[src/rtl/motor_pwm_ctrl_if.sv]
// Sensor inputs and H-bridge leg outputs of the line-follower motor controller.
// The controller is the slave; whoever drives the sensors is the master.
interface motor_pwm_ctrl_if;
  logic       E;
  logic       D;
  logic       F;
  logic       Liga;
  logic       Re;
  logic       R_Re;
  logic       Rd;
  logic       R_Rd;
  logic [1:0] st_e;
  logic [1:0] st_d;

  modport master (
    output E, D, F, Liga,
    input  Re, R_Re, Rd, R_Rd, st_e, st_d
  );

  modport slave (
    input  E, D, F, Liga,
    output Re, R_Re, Rd, R_Rd, st_e, st_d
  );
endinterface

[src/rtl/motor_pwm_ctrl.sv]
// Two-side H-bridge controller: sensor decode, per-side STOP/FWD/REV/DEAD FSM,
// soft-start duty ramp and a shared PWM counter. Index 0 is the left (E) side, 1 the right (D) side.
module motor_pwm_ctrl #(
  parameter int PWM_W     = 8,
  parameter int DUTY_MAX  = 200,
  parameter int RAMP_STEP = 8,
  parameter int RAMP_DIV  = 1024,
  parameter int DEADTIME  = 64
) (
  input  logic             clk,
  input  logic             rst_n,
  motor_pwm_ctrl_if.slave  io
);

  localparam int PW = $clog2(RAMP_DIV);
  localparam int DW = (DEADTIME > 1) ? $clog2(DEADTIME) : 1;

  typedef enum logic [1:0] {
    ST_STOP = 2'd0,
    ST_FWD  = 2'd1,
    ST_REV  = 2'd2,
    ST_DEAD = 2'd3
  } state_e;

  logic [3:0]       sync1_q, sync1_d;
  logic [3:0]       sync2_q, sync2_d;
  logic [PWM_W-1:0] pwm_cnt_q, pwm_cnt_d;
  logic [PW-1:0]    presc_q, presc_d;
  logic             tick;
  state_e           cmd     [2];
  state_e           st_q    [2];
  state_e           st_d    [2];
  logic [PWM_W-1:0] duty_q  [2];
  logic [PWM_W-1:0] duty_d  [2];
  logic [DW-1:0]    dead_q  [2];
  logic [DW-1:0]    dead_d  [2];
  logic [1:0]       fwd_q, fwd_d;
  logic [1:0]       rev_q, rev_d;

  function automatic logic [PWM_W-1:0] ramp_up(input logic [PWM_W-1:0] duty);
    int sum;
    sum = int'(duty) + RAMP_STEP;
    if (sum >= DUTY_MAX) return PWM_W'(DUTY_MAX);
    return PWM_W'(sum);
  endfunction

  // Synchronised inputs packed as {E, D, F, Liga}.
  always_comb begin
    sync1_d   = {io.E, io.D, io.F, io.Liga};
    sync2_d   = sync1_q;
    pwm_cnt_d = pwm_cnt_q + PWM_W'(1);
    tick      = (presc_q == PW'(RAMP_DIV - 1));
    presc_d   = tick ? '0 : presc_q + PW'(1);
  end

  always_comb begin
    cmd[0] = ST_STOP;
    cmd[1] = ST_STOP;
    if (sync2_q[0]) begin
      case (sync2_q[3:2])
        2'b00: begin
          cmd[0] = sync2_q[1] ? ST_REV : ST_FWD;
          cmd[1] = sync2_q[1] ? ST_REV : ST_FWD;
        end
        2'b01: begin
          cmd[0] = ST_REV;
          cmd[1] = ST_FWD;
        end
        2'b10: begin
          cmd[0] = ST_FWD;
          cmd[1] = ST_REV;
        end
        default: begin
          cmd[0] = ST_STOP;
          cmd[1] = ST_STOP;
        end
      endcase
    end
  end

  // Legs are derived from next state/duty/counter so they line up with st_q after the edge.
  always_comb begin
    fwd_d = '0;
    rev_d = '0;
    for (int s = 0; s < 2; s++) begin
      st_d[s]   = st_q[s];
      duty_d[s] = duty_q[s];
      dead_d[s] = dead_q[s];
      case (st_q[s])
        ST_STOP: begin
          if (cmd[s] != ST_STOP) begin
            st_d[s]   = cmd[s];
            duty_d[s] = '0;
          end
        end
        ST_FWD, ST_REV: begin
          if (cmd[s] != st_q[s]) begin
            st_d[s]   = ST_DEAD;
            duty_d[s] = '0;
            dead_d[s] = DW'(DEADTIME - 1);
          end else if (tick) begin
            duty_d[s] = ramp_up(duty_q[s]);
          end
        end
        default: begin
          if (dead_q[s] == '0) begin
            st_d[s]   = cmd[s];
            duty_d[s] = '0;
          end else begin
            dead_d[s] = dead_q[s] - DW'(1);
          end
        end
      endcase
      fwd_d[s] = (st_d[s] == ST_FWD) && (pwm_cnt_d < duty_d[s]);
      rev_d[s] = (st_d[s] == ST_REV) && (pwm_cnt_d < duty_d[s]);
    end
  end

  always_ff @(posedge clk or negedge rst_n) begin
    if (!rst_n) begin
      sync1_q   <= '0;
      sync2_q   <= '0;
      pwm_cnt_q <= '0;
      presc_q   <= '0;
      fwd_q     <= '0;
      rev_q     <= '0;
      for (int s = 0; s < 2; s++) begin
        st_q[s]   <= ST_STOP;
        duty_q[s] <= '0;
        dead_q[s] <= '0;
      end
    end else begin
      sync1_q   <= sync1_d;
      sync2_q   <= sync2_d;
      pwm_cnt_q <= pwm_cnt_d;
      presc_q   <= presc_d;
      fwd_q     <= fwd_d;
      rev_q     <= rev_d;
      for (int s = 0; s < 2; s++) begin
        st_q[s]   <= st_d[s];
        duty_q[s] <= duty_d[s];
        dead_q[s] <= dead_d[s];
      end
    end
  end

  assign io.Re   = fwd_q[0];
  assign io.R_Re = rev_q[0];
  assign io.Rd   = fwd_q[1];
  assign io.R_Rd = rev_q[1];
  assign io.st_e = st_q[0];
  assign io.st_d = st_q[1];

endmodule
[src/flat_wrapper.sv]
// flat-port wrapper written by rule: the top's interface ports become plain ports
module motor_pwm_ctrl_flat 
#(
  parameter int PWM_W     = 8,
  parameter int DUTY_MAX  = 200,
  parameter int RAMP_STEP = 8,
  parameter int RAMP_DIV  = 1024,
  parameter int DEADTIME  = 64
)
  (clk, rst_n, io_E, io_D, io_F, io_Liga, io_Re, io_R_Re, io_Rd, io_R_Rd, io_st_e, io_st_d);
  motor_pwm_ctrl_if io_i ();
  input  logic clk;
  input  logic rst_n;
  input wire logic [$bits(io_i.E)-1:0] io_E;
  input wire logic [$bits(io_i.D)-1:0] io_D;
  input wire logic [$bits(io_i.F)-1:0] io_F;
  input wire logic [$bits(io_i.Liga)-1:0] io_Liga;
  output wire logic [$bits(io_i.Re)-1:0] io_Re;
  output wire logic [$bits(io_i.R_Re)-1:0] io_R_Re;
  output wire logic [$bits(io_i.Rd)-1:0] io_Rd;
  output wire logic [$bits(io_i.R_Rd)-1:0] io_R_Rd;
  output wire logic [$bits(io_i.st_e)-1:0] io_st_e;
  output wire logic [$bits(io_i.st_d)-1:0] io_st_d;
  assign io_i.E = io_E;
  assign io_i.D = io_D;
  assign io_i.F = io_F;
  assign io_i.Liga = io_Liga;
  assign io_Re = io_i.Re;
  assign io_R_Re = io_i.R_Re;
  assign io_Rd = io_i.Rd;
  assign io_R_Rd = io_i.R_Rd;
  assign io_st_e = io_i.st_e;
  assign io_st_d = io_i.st_d;
  motor_pwm_ctrl #(.PWM_W(PWM_W), .DUTY_MAX(DUTY_MAX), .RAMP_STEP(RAMP_STEP), .RAMP_DIV(RAMP_DIV), .DEADTIME(DEADTIME)) u_core (.clk(clk), .rst_n(rst_n), .io(io_i));
endmodule
[config.mk]
export PLATFORM = sky130hd
export DESIGN_NAME = motor_pwm_ctrl_flat
export DESIGN_NICKNAME = d
export VERILOG_FILES = /design/src/rtl/motor_pwm_ctrl_if.sv /design/src/rtl/motor_pwm_ctrl.sv /design/src/flat_wrapper.sv
export SDC_FILE = /design/constraint.sdc
export NUM_CORES = 1
export LEC_CHECK = 0
export ABC_AREA = 1
export BUFFER_PORTS_ARGS = -buffer_cell sky130_fd_sc_hd__buf_2
export CORE_MARGIN = 2
export CORE_UTILIZATION = 60
export CTS_CLUSTER_DIAMETER = 40
export CTS_CLUSTER_SIZE = 28
export DETAILED_ROUTE_END_ITERATION = 7
export GPL_TIMING_DRIVEN = 0
export PLACE_DENSITY = 0.79
export SLEW_MARGIN = 20
export SYNTH_ARGS = -nofsm -noshare
export SYNTH_HDL_FRONTEND = slang
export SYNTH_SLANG_ARGS = --single-unit
[constraint.sdc]
create_clock -name clk -period 3.3 [get_ports clk]
set_input_delay 0.495 -clock clk [delete_from_list [all_inputs] [get_ports clk]]
set_output_delay 0.495 -clock clk [all_outputs]
set_load 0.005 [all_outputs]
# [Yosys cells after proc, flatten, opt, wreduce, memory -nomap -nowiden]
# Index checks and enable logic that the tools add are counted.
[word_totals] register_bits=62 wordCells=96 inputBits=6
[classes] n_eq_ne=17 mux=40 bitwise=2 addsub=6 n_reduce_logical=15 order_cmp=4
[ops] operator="8-bit two-way mux" count=12
[ops] operator="32-bit by 9-bit >= comparator with 1-bit output, second input constant" count=2
[ops] operator="8-bit one-hot mux with 2 select lines" count=2
[ops] operator="6-bit two-way mux" count=4
[ops] operator="6-bit one-hot mux with 2 select lines" count=2
[ops] operator="8-bit by 4-bit adder with 9-bit output, second input constant" count=2
[ops] operator="8-bit less-than comparator" count=2
[ops] operator="2-bit two-way mux" count=7
[ops] operator="6-bit logical NOT" count=2
[ops] operator="4-bit one-hot mux with 3 select lines" count=1
[ops] operator="6-bit by 1-bit subtractor with 6-bit output, second input constant" count=2
[ops] operator="10-bit by 1-bit adder with 10-bit output, second input constant" count=1
[ops] operator="10-bit == test, second input constant" count=1
[ops] operator="2-bit by 1-bit == test with 1-bit output, second input constant" count=5
[ops] operator="2-bit == test, second input constant" count=5
[ops] operator="10-bit two-way mux" count=1
[ops] operator="8-bit by 1-bit adder with 8-bit output, second input constant" count=1
[ops] operator="1-bit two-way mux" count=8
[ops] operator="2-bit one-hot mux with 2 select lines" count=2
[ops] operator="2-bit logical NOT" count=3
[ops] operator="3-bit AND reduction" count=2
[ops] operator="1-bit logical AND" count=4
[ops] operator="4-bit two-way mux" count=1
[ops] operator="2-bit by 1-bit != test with 1-bit output, second input constant" count=2
[ops] operator="5 further kinds" count=10

# [Depth between registers and ports, before layout]
[depth] ltp_word=12 ltp_mapped=20

# [Worst setup path after synthesis]
# No wires, ideal clock.
[synth_path] kind="flip-flop to flip-flop" startpoint="register u_core.duty_q[3] in the netlist's numbering" endpoint="register u_core.fwd_q[1]" slack_ps=930 synth_period_minus_slack_ps=2370 arrival_ps=2298 n_path_buf=0 path_stages_with_launch=20 setup_ps=71 path_cell_list="dfrtp_1 -> ha_1 -> inv_1 -> nand2_1 -> nor2_1 -> nor2_1 -> nand2_1 -> nand2_1 -> nand2_1 -> o21ai_0 -> nor2_1 -> o21ai_0 -> a31oi_1 -> inv_1 -> ha_1 -> a21oi_1 -> nor2_1 -> a211oi_1 -> nand2_1 -> nor2_1"
[synth_rtl] element="start, declared" line_no="motor_pwm_ctrl.sv:33" rtl="logic [PWM_W-1:0] duty_q [2];"
[synth_rtl] element="start signal, assigned by index" line_no="motor_pwm_ctrl.sv:141" rtl="duty_q[s] <= duty_d[s];"
[synth_rtl] element="end signal, assigned" line_no="motor_pwm_ctrl.sv:137" rtl="fwd_q <= fwd_d;"
[synth_rtl] element="end, declared" line_no="motor_pwm_ctrl.sv:37" rtl="logic [1:0] fwd_q, fwd_d;"

==> flow_summary.toml <==
[clock_tree]
cts_buffers = 9
cts_root_buffer = "clkbuf_8"
clockBufferDepth = 2
insertion_delay_ps = 350
ctsHtreeMaxLevel = 3
cts_hold_buf = 0
postCtsSetupBuffers = 0
path_clk_slew_ps = 80
cts_resized = 0
clock_sink_count = 62
cts_tree = "done"

[global_routing]
grt_max_degree = 63
grt_pass1_vias = 2809
track_usage_pct = 23.5
antenna_found_initial = 0
grt_pass1_wl_mm = 11.9
grt-ovfl-total = 0

[finish]
drive_gt1_share_pct = 11.5
final_nets = 498
fillers = 486
regArea_sq_mm = 0.00155
areaGrowthSynthToFinish_pct = 11.1
fin_util_pct = 68.3
diodes = 0
multiInputGateArea_sq_mm = 0.00174

[synth]
ys_ff_latch = 62
syn_nets = 474
ys_async_sr_fraction_pct = 100
syn_avg_cell_area_sq_um = 8.14
synth_edf_count = 0
synth.distinct_cells = 41
yosys_warnings = 0
yosys-top-cells-area = "dfrtp_1, ha_1, nand2_1, inv_1, nand3_1"
synth.top_cell.area_share_pct = 43.1
synth_ff_type = "dfrtp_1"
synth_top_area_cell = "dfrtp_1"
syn_area_sq_mm = 0.00360
seq_area_frac_synth_pct = 43.1
syn_inst = 442
yosysMostFrequentCell = "nand2_1"
synth_common_cells = "nand2_1, inv_1, dfrtp_1, nor2_1, nand3_1"

[route]
vias = 2968
totalWireLength_mm = 7.24
wl_per_cell_um = 13.3
postRouteAntennaNets = 0
firstDrtPassIters = 4
via_per_inst = 5.44
drc_errors = 0
drt_first_iter_violations = 226

[timing]
fin_setup_tns_ps = 0
final-setup-viol-count = 0
fin_skew_ps = 12.0
setup_slack_ps = 391
fin_crit_ps = 2910
finalHoldViolCount = 0
rsz0062_at_grt = "no"
relSlewSlack_pct = 47.7
timing.final.crit_share_pct = 88.1
fmax_mhz = 344
worst_pin_slew_ps = 785
slew_viol_final = 0
hold_slack_ps = 227

[power_and_ir_drop]
p_total_mw = 2.95
combPwrFrac_pct = 39.6
switching_share_pct = 39.7
p_switching_mw = 1.17
cellLeakagePower_nw = 2.07
pwr-share-seq_pct = 33.2
p_per_area_mw_per_mm2 = 739
vdd_drop_max_mv = 0.369
clockPowerShare_pct = 27.2
internal_power_mw = 1.78

[setup_path]
cp-end-kind = "flop"
critPathMaxStageDelay_ps = 370
crit_fanout = 10
cp_num_buf_inv = 2
cp_top_family = "simple AND/OR/NAND/NOR gates"
cp_cell_sequence = "ha_1, nand2_1, nor2_1, nand2_1, nor2_2, buf_2, nand3_1, nor3_1, a211oi_1, a21oi_1, inv_1, ha_1, a21oi_1, nor2_1, a211oi_1, nand2_1, nor2_1"
crit_type = "reg -> reg"
worst_ep_arrival_time_ps = 3190
slowest_stage = "dfrtp_1"
cp_data_required_time_ps = 3580
worstSetupStartpointType = "flop"

[outcome]
outcome = "finished clean"

[placed_design]
dp_slack_ps = 411
place_hpwl_mm = 5.27
gp_congestion = 0.899
portBuffers = 13

[die]
dieWidth_um = 81.4
initial_core_util_pct = 61.5
dieArea_sq_mm = 0.00663
rows = 28
io_pins = 14
dieHeight_um = 81.4
core_sq_mm = 0.00585

[flow_run]
max-cap-violations = 0

[hold_path]
hold_class = "in -> async"
cell families (layout without fill, tap and decap cells):
group	Yosys count	in the layout	share of synthesized area (%)
and+or+nand+nor	194	194	24.7
AOI/OAI and AO/OA	67	67	11.5
buffers and inverters	80	109	8.48
xor gates and xnor gates	13	13	3.16
adders and majority gates	26	26	9.04
DFF	62	62	43.1
power by group through the flow:
stage | registers [mW] | clock network [mW] | logic (mW)
after CTS | 0.978 | 0.813 | 1.16
after floorplan | 0.975 | 0 | 0.864
after global placement | 0.986 | 0 | 1.10
final | 0.982 | 0.803 | 1.17
after global routing | 0.994 | 0.844 | 1.32
after detailed placement | 0.992 | 0 | 1.15
path summary, 6_finish.rpt:
path,startpoint,slack [ps],end,cells after the start
setup / recovery,u_core.presc_q[0]$_DFF_PN0_,390,u_core.fwd_q[1]$_DFF_PN0_,17
hold / removal,rst_n,230,u_core.dead_q[8]$_DFFE_PN0P_,1
setup reg to reg,u_core.presc_q[0]$_DFF_PN0_,390,u_core.fwd_q[1]$_DFF_PN0_,17
hold reg to reg,u_core.sync1_q[0]$_DFF_PN0_,370,u_core.sync2_q[0]$_DFF_PN0_,0
max in group asynchronous,rst_n,2550,u_core.pwm_cnt_q[6]$_DFF_PN0_,1
min in group clk,io_D,250,u_core.sync1_q[2]$_DFF_PN0_,1
cells in the final DEF, fill, tap and decap left out, drive strengths merged:
cell      instances
a211oi            4
a21boi            2
a21oi            14
a311oi            1
a31oi             9
and2              1
and3              1
buf              15
bufinv            3
clkbuf           10
clkinv            2
clkinvlp          2
dfrtp            62
ha               26
inv              77
nand2            94
nand3            35
nand3b            5
nand4             8
nor2             41
nor3              5
o2111ai           1
o211ai            2
o21a              1
o21ai            27
o21bai            1
o221a             1
o221ai            2
o22ai             1
o31ai             1
or2               4
xnor2             3
xor2             10
metrics by stage:
stage               instances  cell area (sq um)
floorplan                 442               3600
global placement          530               3760
detailed placement        530               3760
CTS                       546               4000
global route              546               4000
finish                    546               4000
registers in the layout, summed over array words and instances (netlist names):
name              flops
u_core.sync2_q        4
u_core.sync1_q        4
u_core.duty_q        16
u_core.rev_q          2
u_core.presc_q       10
u_core.dead_q        12
u_core.io.st_e        2
u_core.pwm_cnt_q      8
u_core.fwd_q          2
u_core.io.st_d        2
final cells by class:
class | instances | share of cell area [%]
clock inverters | 6 | 2.75
well taps | 75 | 2.35
clock buffers | 10 | 3.19
flip-flops and latches | 62 | 38.8
multi-input cells | 300 | 43.6
inverters | 78 | 7.39
plain buffers | 2 | 0.250
repair buffers | 13 | 1.69
layer usage:
| layer | GRT usage (%) | part of all wire, % |
|---|---|---|
| met3 | 3.74 | 3.5 |
| met5 | 0 | 0 |
| met4 | 11.2 | 2.1 |
| met2 | 39.8 | 50 |
| met1 | 29.4 | 44 |
(Power assumes the default switching activity.)
